<file path="src/rtl/bus_fabric_mmio_pkg.sv">
// bus_fabric_mmio_pkg: shared bus target encoding, MMIO offsets and TCTRL bit positions
package bus_fabric_mmio_pkg;
  typedef enum logic [1:0] {TGT_NONE, TGT_ROM, TGT_RAM, TGT_MMIO} tgt_e;
  localparam logic [4:0] OFF_GPIO_OUT = 5'h00;
  localparam logic [4:0] OFF_GPIO_IN  = 5'h04;
  localparam logic [4:0] OFF_TCOUNT   = 5'h08;
  localparam logic [4:0] OFF_TCMP     = 5'h0C;
  localparam logic [4:0] OFF_TCTRL    = 5'h10;
  localparam int TCTRL_EN   = 0;
  localparam int TCTRL_FLAG = 1;
  localparam int TCTRL_AR   = 2;
endpackage

</file>
<file path="src/rtl/bus_fabric_mmio_timer_gpio.sv">
// mmio_timer_gpio: GPIO registers, input synchroniser and compare timer behind the MMIO window
module mmio_timer_gpio
  import bus_fabric_mmio_pkg::*;
#(
  parameter int GPIO_WIDTH = 8
) (
  input  logic                  clk,
  input  logic                  rst,
  input  logic                  i_wr,
  input  logic                  i_rd,
  input  logic [4:0]            i_off,
  input  logic [31:0]           i_wrdata,
  input  logic [GPIO_WIDTH-1:0] i_gpio_in,
  output logic [31:0]           o_rddata,
  output logic [GPIO_WIDTH-1:0] o_gpio_out,
  output logic                  o_timer_irq
);
  logic [GPIO_WIDTH-1:0] r_gpio_out, r_sync1, r_sync2;
  logic [31:0] r_count, r_cmp, r_rddata, w_reg;
  logic r_en, r_ar, r_flag, w_match, w_wr_ctrl;

  assign w_match     = r_en && (r_count == r_cmp);
  assign w_wr_ctrl   = i_wr && (i_off == OFF_TCTRL);
  assign o_rddata    = r_rddata;
  assign o_gpio_out  = r_gpio_out;
  assign o_timer_irq = r_flag;

  // register read mux; reserved offsets fall through to zero
  always_comb begin
    w_reg = i_off == OFF_GPIO_OUT ? 32'(r_gpio_out) :
            i_off == OFF_GPIO_IN  ? 32'(r_sync2) :
            i_off == OFF_TCOUNT   ? r_count :
            i_off == OFF_TCMP     ? r_cmp :
            i_off == OFF_TCTRL    ? {29'd0, r_ar, r_flag, r_en} : 32'd0;
  end

  // register writes, timer step (bus write beats increment, match set beats W1C) and synchroniser
  always_ff @(posedge clk) begin
    if (rst) begin
      r_gpio_out <= '0;
      r_sync1    <= '0;
      r_sync2    <= '0;
      r_count    <= '0;
      r_cmp      <= '0;
      r_rddata   <= '0;
      r_en       <= 1'b0;
      r_ar       <= 1'b0;
      r_flag     <= 1'b0;
    end else begin
      r_sync1 <= i_gpio_in;
      r_sync2 <= r_sync1;
      if (i_rd) r_rddata <= w_reg;
      if (i_wr && i_off == OFF_GPIO_OUT) r_gpio_out <= i_wrdata[GPIO_WIDTH-1:0];
      if (i_wr && i_off == OFF_TCMP) r_cmp <= i_wrdata;
      if (i_wr && i_off == OFF_TCOUNT) r_count <= i_wrdata;
      else if (r_en) r_count <= (w_match && r_ar) ? 32'd0 : r_count + 32'd1;
      if (w_wr_ctrl) begin
        r_en <= i_wrdata[TCTRL_EN];
        r_ar <= i_wrdata[TCTRL_AR];
      end
      if (w_match) r_flag <= 1'b1;
      else if (w_wr_ctrl && i_wrdata[TCTRL_FLAG]) r_flag <= 1'b0;
    end
  end
endmodule

</file>
<file path="src/rtl/bus_fabric_mmio.sv">
// bus_fabric_mmio: decodes the core bus onto ROM, RAM and the MMIO block with one-cycle read data
module bus_fabric_mmio
  import bus_fabric_mmio_pkg::*;
#(
  parameter logic [31:0] ROM_BASE       = 32'h0040_0000,
  parameter logic [31:0] RAM_BASE       = 32'h1001_0000,
  parameter logic [31:0] MMIO_BASE      = 32'h1001_1000,
  parameter int          MEM_WORDS_LOG2 = 10,
  parameter int          GPIO_WIDTH     = 8
) (
  input  logic                      clk,
  input  logic                      rst,
  input  logic [31:0]               bus_addr,
  input  logic [31:0]               bus_wrdata,
  input  logic                      bus_wren,
  input  logic                      bus_rden,
  output logic [31:0]               bus_rddata,
  output logic                      bus_err,
  output logic [MEM_WORDS_LOG2-1:0] rom_addr,
  input  logic [31:0]               rom_rddata,
  output logic [MEM_WORDS_LOG2-1:0] ram_addr,
  output logic [31:0]               ram_wrdata,
  output logic                      ram_wren,
  input  logic [31:0]               ram_rddata,
  input  logic [GPIO_WIDTH-1:0]     gpio_in,
  output logic [GPIO_WIDTH-1:0]     gpio_out,
  output logic                      timer_irq
);
  localparam logic [31:0] MEM_BYTES = 32'd4 << MEM_WORDS_LOG2;
  logic [31:0] w_rom_rel, w_ram_rel, w_mmio_rel, w_mmio_rd;
  logic w_rom_hit, w_ram_hit, w_mmio_hit, w_hit, w_err;
  tgt_e w_sel, r_sel;
  logic r_err;

  // unsigned offset compare also rejects addresses below each base
  assign w_rom_rel  = bus_addr - ROM_BASE;
  assign w_ram_rel  = bus_addr - RAM_BASE;
  assign w_mmio_rel = bus_addr - MMIO_BASE;
  assign w_rom_hit  = w_rom_rel < MEM_BYTES;
  assign w_ram_hit  = w_ram_rel < MEM_BYTES;
  assign w_mmio_hit = w_mmio_rel < 32'h20;
  assign w_hit      = w_rom_hit || w_ram_hit || w_mmio_hit;
  assign rom_addr   = w_rom_rel[MEM_WORDS_LOG2+1:2];
  assign ram_addr   = w_ram_rel[MEM_WORDS_LOG2+1:2];
  assign ram_wrdata = bus_wrdata;
  assign ram_wren   = bus_wren && w_ram_hit;
  assign bus_err    = r_err;

  // a read collided with a write is served as NONE
  always_comb begin
    w_sel = (!bus_rden || bus_wren) ? TGT_NONE :
            w_rom_hit  ? TGT_ROM :
            w_ram_hit  ? TGT_RAM :
            w_mmio_hit ? TGT_MMIO : TGT_NONE;
    w_err = (bus_rden && w_sel == TGT_NONE) || (bus_wren && (w_rom_hit || !w_hit));
  end

  // select register holds the last target until the next read; error is a single pulse
  always_ff @(posedge clk) begin
    if (rst) begin
      r_sel <= TGT_NONE;
      r_err <= 1'b0;
    end else begin
      if (bus_rden) r_sel <= w_sel;
      r_err <= w_err;
    end
  end

  // read data mux driven by the registered select
  always_comb begin
    bus_rddata = r_sel == TGT_ROM  ? rom_rddata :
                 r_sel == TGT_RAM  ? ram_rddata :
                 r_sel == TGT_MMIO ? w_mmio_rd : 32'd0;
  end

  mmio_timer_gpio #(.GPIO_WIDTH(GPIO_WIDTH)) u_mmio (
    .clk        (clk),
    .rst        (rst),
    .i_wr       (bus_wren && w_mmio_hit),
    .i_rd       (bus_rden && !bus_wren && w_mmio_hit),
    .i_off      ({w_mmio_rel[4:2], 2'b00}),
    .i_wrdata   (bus_wrdata),
    .i_gpio_in  (gpio_in),
    .o_rddata   (w_mmio_rd),
    .o_gpio_out (gpio_out),
    .o_timer_irq(timer_irq)
  );
endmodule

</file>
<file path="config.mk">
export PLATFORM = sky130hd
export DESIGN_NAME = bus_fabric_mmio
export DESIGN_NICKNAME = d
export VERILOG_FILES = /design/src/rtl/bus_fabric_mmio_pkg.sv /design/src/rtl/bus_fabric_mmio_timer_gpio.sv /design/src/rtl/bus_fabric_mmio.sv
export SDC_FILE = /design/constraint.sdc
export NUM_CORES = 1
export LEC_CHECK = 0
export BUFFER_PORTS_ARGS = -buffer_cell sky130_fd_sc_hd__buf_2
export CAP_MARGIN = 20
export CORE_UTILIZATION = 33
export CTS_BUF_LIST = sky130_fd_sc_hd__clkbuf_4 sky130_fd_sc_hd__clkbuf_8
export CTS_CLUSTER_DIAMETER = 40
export DETAILED_ROUTE_END_ITERATION = 10
export HOLD_SLACK_MARGIN = 0.15
export SLEW_MARGIN = 25
export SYNTH_ARGS = -nofsm -noshare
export SYNTH_HDL_FRONTEND = slang
export SYNTH_SLANG_ARGS = --single-unit
</file>
<file path="constraint.sdc">
create_clock -name clk -period 2.79 [get_ports clk]
set_input_delay 0 -clock clk [delete_from_list [all_inputs] [get_ports clk]]
set_output_delay 0 -clock clk [all_outputs]
set_load 0.05 [all_outputs]
</file>
==> metrics.yaml <==
synth:
  synth_fa_ha_area_share_pct: 0.2988
  synthesis.area_sq_um: 7538
  synth-edff-count: 0
  yosys_register_bits: 126
  ys_async_sr_fraction_pct: 0
  synth_top_flop_cell: "dfxtp_1"
  yosysSeqAreaShare_pct: 33.46
  synthMuxAreaShare_pct: 12.13
  synth_xor_area_share_pct: 6.855
  synth-simple-area-share_pct: 21.34
  syn_inst: 867
  ys_types: 56
  synth_top_family_by_area: "simple AND/OR/NAND/NOR gates"
  synth_compound_gate_area_share_pct: 16.76
  yosysWarnings: 0
  postSynthAreaPerCell_sq_um: 8.695
  synthesis.nets: 1008
setup_path:
  crit_path_top_delay_cell: "dlygate4sd3_1"
  crit_type: "input pin to register"
  cpPeakStageDelay_ps: 560
  required_ps: 3170
  worst_r2r_path_depth: 8
  path_max_fanout: 8
  cp-end-kind: "register"
  arrival_ps: 2930
  start_kind: "input pin"
  cp_cell_sequence: "dlygate4sd3_1, buf_2, a211oi_1, nand4_1, nor4_1, nand4_1, o32ai_1, nand3_1, dlygate4sd3_1, a21oi_1"
  worst-path-stages: 10
  crit_family: "buffers and inverters"
  path_buf_inv: 3
power:
  power.internal_uw: 2976
  clkPwrFrac_pct: 42.2
  combPwrFrac_pct: 13.4
  vdd_drop_max_v: 0.0002004
  p_leak_uw: 0.003866
  p_sw_share_pct: 27.21
  cellPowerDensity_nw_per_um2: 426.8
  sequentialPowerShare_pct: 44.4
  switchingPower_uw: 1112
placed_design:
  dp_cells: 1287
  port_buffers: 232
  gp_congestion: 0.8387
  dp_hpwl_mm: 15.39
cts:
  cts_tree: "done"
  clk_path_buf_depth: 2
  clk_latency_ps: 460
  cts_buffers: 17
  clock_sinks: 126
  htree_levels: 4
  clk_pin_slew_ps: 80
  cts_resized: 0
  root_buffer: "clkbuf_8"
drt:
  via_per_inst: 5.061
  vias: 6924
  firstDrtPassIters: 5
  drt_iter0_drc: 412
  detail-route-antenna-nets: 0
  post_drt_wl_per_cell_um: 15.55
  drc: 0
  drt_wl_total_mm: 21.28
floorplan:
  boundaryPins: 235
  die_w_um: 153.1
  die_h_um: 153.1
  coreArea_sq_um: 22090
  num_rows: 54
  dieArea_sq_um: 23450
  start_util_pct: 34.12
timing:
  worst_pin_slew_ps: 688.1
  timing.final.hold_violations: 0
  finalClockSkew_ps: 11.15
  setup_violations: 0
  slew_violations: 0
  min_period_ps: 2549
  slew-limit-headroom_pct: 54.12
  finalSetupTns_ps: 0
  grt_setup_unrepaired: "no"
  finalCritPeriodShare_pct: 91.35
  fmax_ghz: 0.3924
global_routing:
  antenna_found_initial: 0
  grt_max_degree: 66
  grt_pass1_vias: 6370
  grt_first_pass_wirelength_mm: 33.51
  grt_remaining_overflow: 0
  grt_use_total_pct: 17.91
worst_hold_path:
  hold_class: "input pin to register"
  holdPathStages: 6
finish:
  syn2layout_area_growth_pct: 27.05
  layout.cells.non_filler: 1368
  drive_gt1_share_pct: 32.72
  nNetsFinal: 1216
  diodes: 0
outcome:
  status: "complete, no violations"
flow_run:
  drv_cap: 0
[per-stage QoR]
| step | setup slack, ps | util, % | power (uW) | instance area [sq um] | hold WS, ps |
|---|---|---|---|---|---|
| 3_5_place_dp | 233.5 | 39.17 | 2358 | 8653 | 218.8 |
| 3_3_place_gp | 270.5 | 39.17 | 2352 | 8653 | 212.9 |
| 2_1_floorplan | 519.6 | - | 2198 | 7538 | 128.2 |
| 6_report | 241.3 | 43.35 | 4088 | 9578 | 256.5 |
| 5_1_grt | 39.18 | 43.35 | 4245 | 9578 | 261.3 |
| 4_1_cts | 279.1 | 43.35 | 4127 | 9578 | 230.4 |
[cell usage after synthesis, types with 2 or more instances]
library cell	instances	area share (%)
nand2b_1	10	0.83
mux2_2	33	4.9
xor2_1	51	5.9
mux4_2	5	1.5
and3_1	7	0.58
buf_2	5	0.33
inv_1	4	0.20
nor2b_1	20	1.7
nor3_1	22	1.5
nor4_1	15	1.2
nand4_1	23	1.9
and2_1	5	0.41
and4_1	5	0.58
nor3b_1	3	0.30
a211oi_1	18	1.8
buf_4	61	6.1
dfxtp_1	126	33
a21oi_1	51	3.4
xnor2_1	8	0.93
a22o_1	32	3.7
nor2_1	95	4.7
nand3b_1	8	0.80
a22oi_1	24	2.4
nor4b_1	3	0.35
o41ai_2	2	0.43
or3_1	27	2.2
o21ai_0	7	0.46
a211oi_2	17	2.8
clkbuf_1	50	2.5
mux2i_1	43	5.7
nand2_1	46	2.3
nand3_1	16	1.1
o21a_1	2	0.20
[per-layer routing]
layer	global-route usage, %	vias up	wire, um
met5	0	-	0
met3	3.374	24	863
met4	5.532	0	335
li1	-	3494	-
met1	23.57	3217	10200
met2	29.53	189	9874
[cell usage in the layout (no fill, tap or decap), types with 2 or more instances in the layout]
cell type	count
a211oi_1	18
clkinvlp_4	5
or3_1	27
a211oi_2	17
mux2_2	33
xnor2_1	8
clkinv_4	2
a21oi_1	51
nor2b_1	19
inv_1	4
buf_12	5
clkbuf_8	20
dfxtp_1	126
o21ai_0	7
nor3b_1	2
nand3b_1	8
a22o_1	32
nand3_1	16
nand4_1	23
nand2_1	46
bufinv_16	3
and3_1	7
o21a_1	2
and2_1	5
nor4b_1	3
mux4_2	5
nor4_1	14
o41ai_2	2
a22oi_1	24
nor2_1	95
and4_1	4
xor2_1	51
buf_2	231
buf_4	20
mux2i_1	43
dlygate4sd3_1	49
nand2b_1	10
nor3_1	21
[power groups by stage]
stage / logic, uW / clock network (uW) / registers [uW]
after global placement: 495 / 0 / 1860
after detailed placement: 500 / 0 / 1860
after floorplan: 339 / 0 / 1860
final: 549 / 1720 / 1820
after CTS: 550 / 1760 / 1820
after global routing: 586 / 1840 / 1820
[flip-flops by register name (all words and copies together), names as in the netlist, 2 cells and up]
signal	count
u_mmio.r_count	32
u_mmio.r_sync1	8
u_mmio.o_gpio_out	8
u_mmio.o_rddata	32
u_mmio.r_cmp	32
r_sel	2
u_mmio.r_sync2	8
[worst paths after layout]
check,startpoint,slack (ps),end
worst max register to register,u_mmio.r_count[16],350,u_mmio.r_count[19]
worst min-delay path,bus_addr[19],260,u_mmio.o_timer_irq
worst min register to register,u_mmio.r_sync1[6],440,u_mmio.r_sync2[6]
worst max-delay path,bus_addr[26],240,r_sel[1]
[layout make-up]
class	instances	area, sq um
Clock buffer	20	275.3
Inverter	5	18.77
Clock inverter	12	158.9
Multi-Input combinational cell	620	4355
Tap cell	280	350.3
Fill cell	2181	12520
Timing Repair Buffer	305	1897
Sequential cell	126	2522
[cells by family after synthesis]
kind of cell	after synthesis
multiplexers	81
buffers and inverters	121
AO/OA/AOI/OAI	166
XOR/XNOR	59
AND/OR/NAND/NOR	312
flip-flops	126
adder cells (fa/ha/maj)	2
[what timing repair did]
| item | 4_1_cts | 5_1_grt |
|---|---|---|
| buffers inserted | 0 | 0 |
| hold endpoints to repair | 110 | 0 |
| hold buffers | 49 | 0 |
| endpoints found under the setup margin | 0 | 0 |
[worst min-delay path, stage by stage]
cell and delay (ps):
buf_2 120, o31ai_2 100, and4_1 210, nand4_1 120, a21oi_1 60, nor2_1 70
No activity file was read; power rests on OpenSTA's default activity.
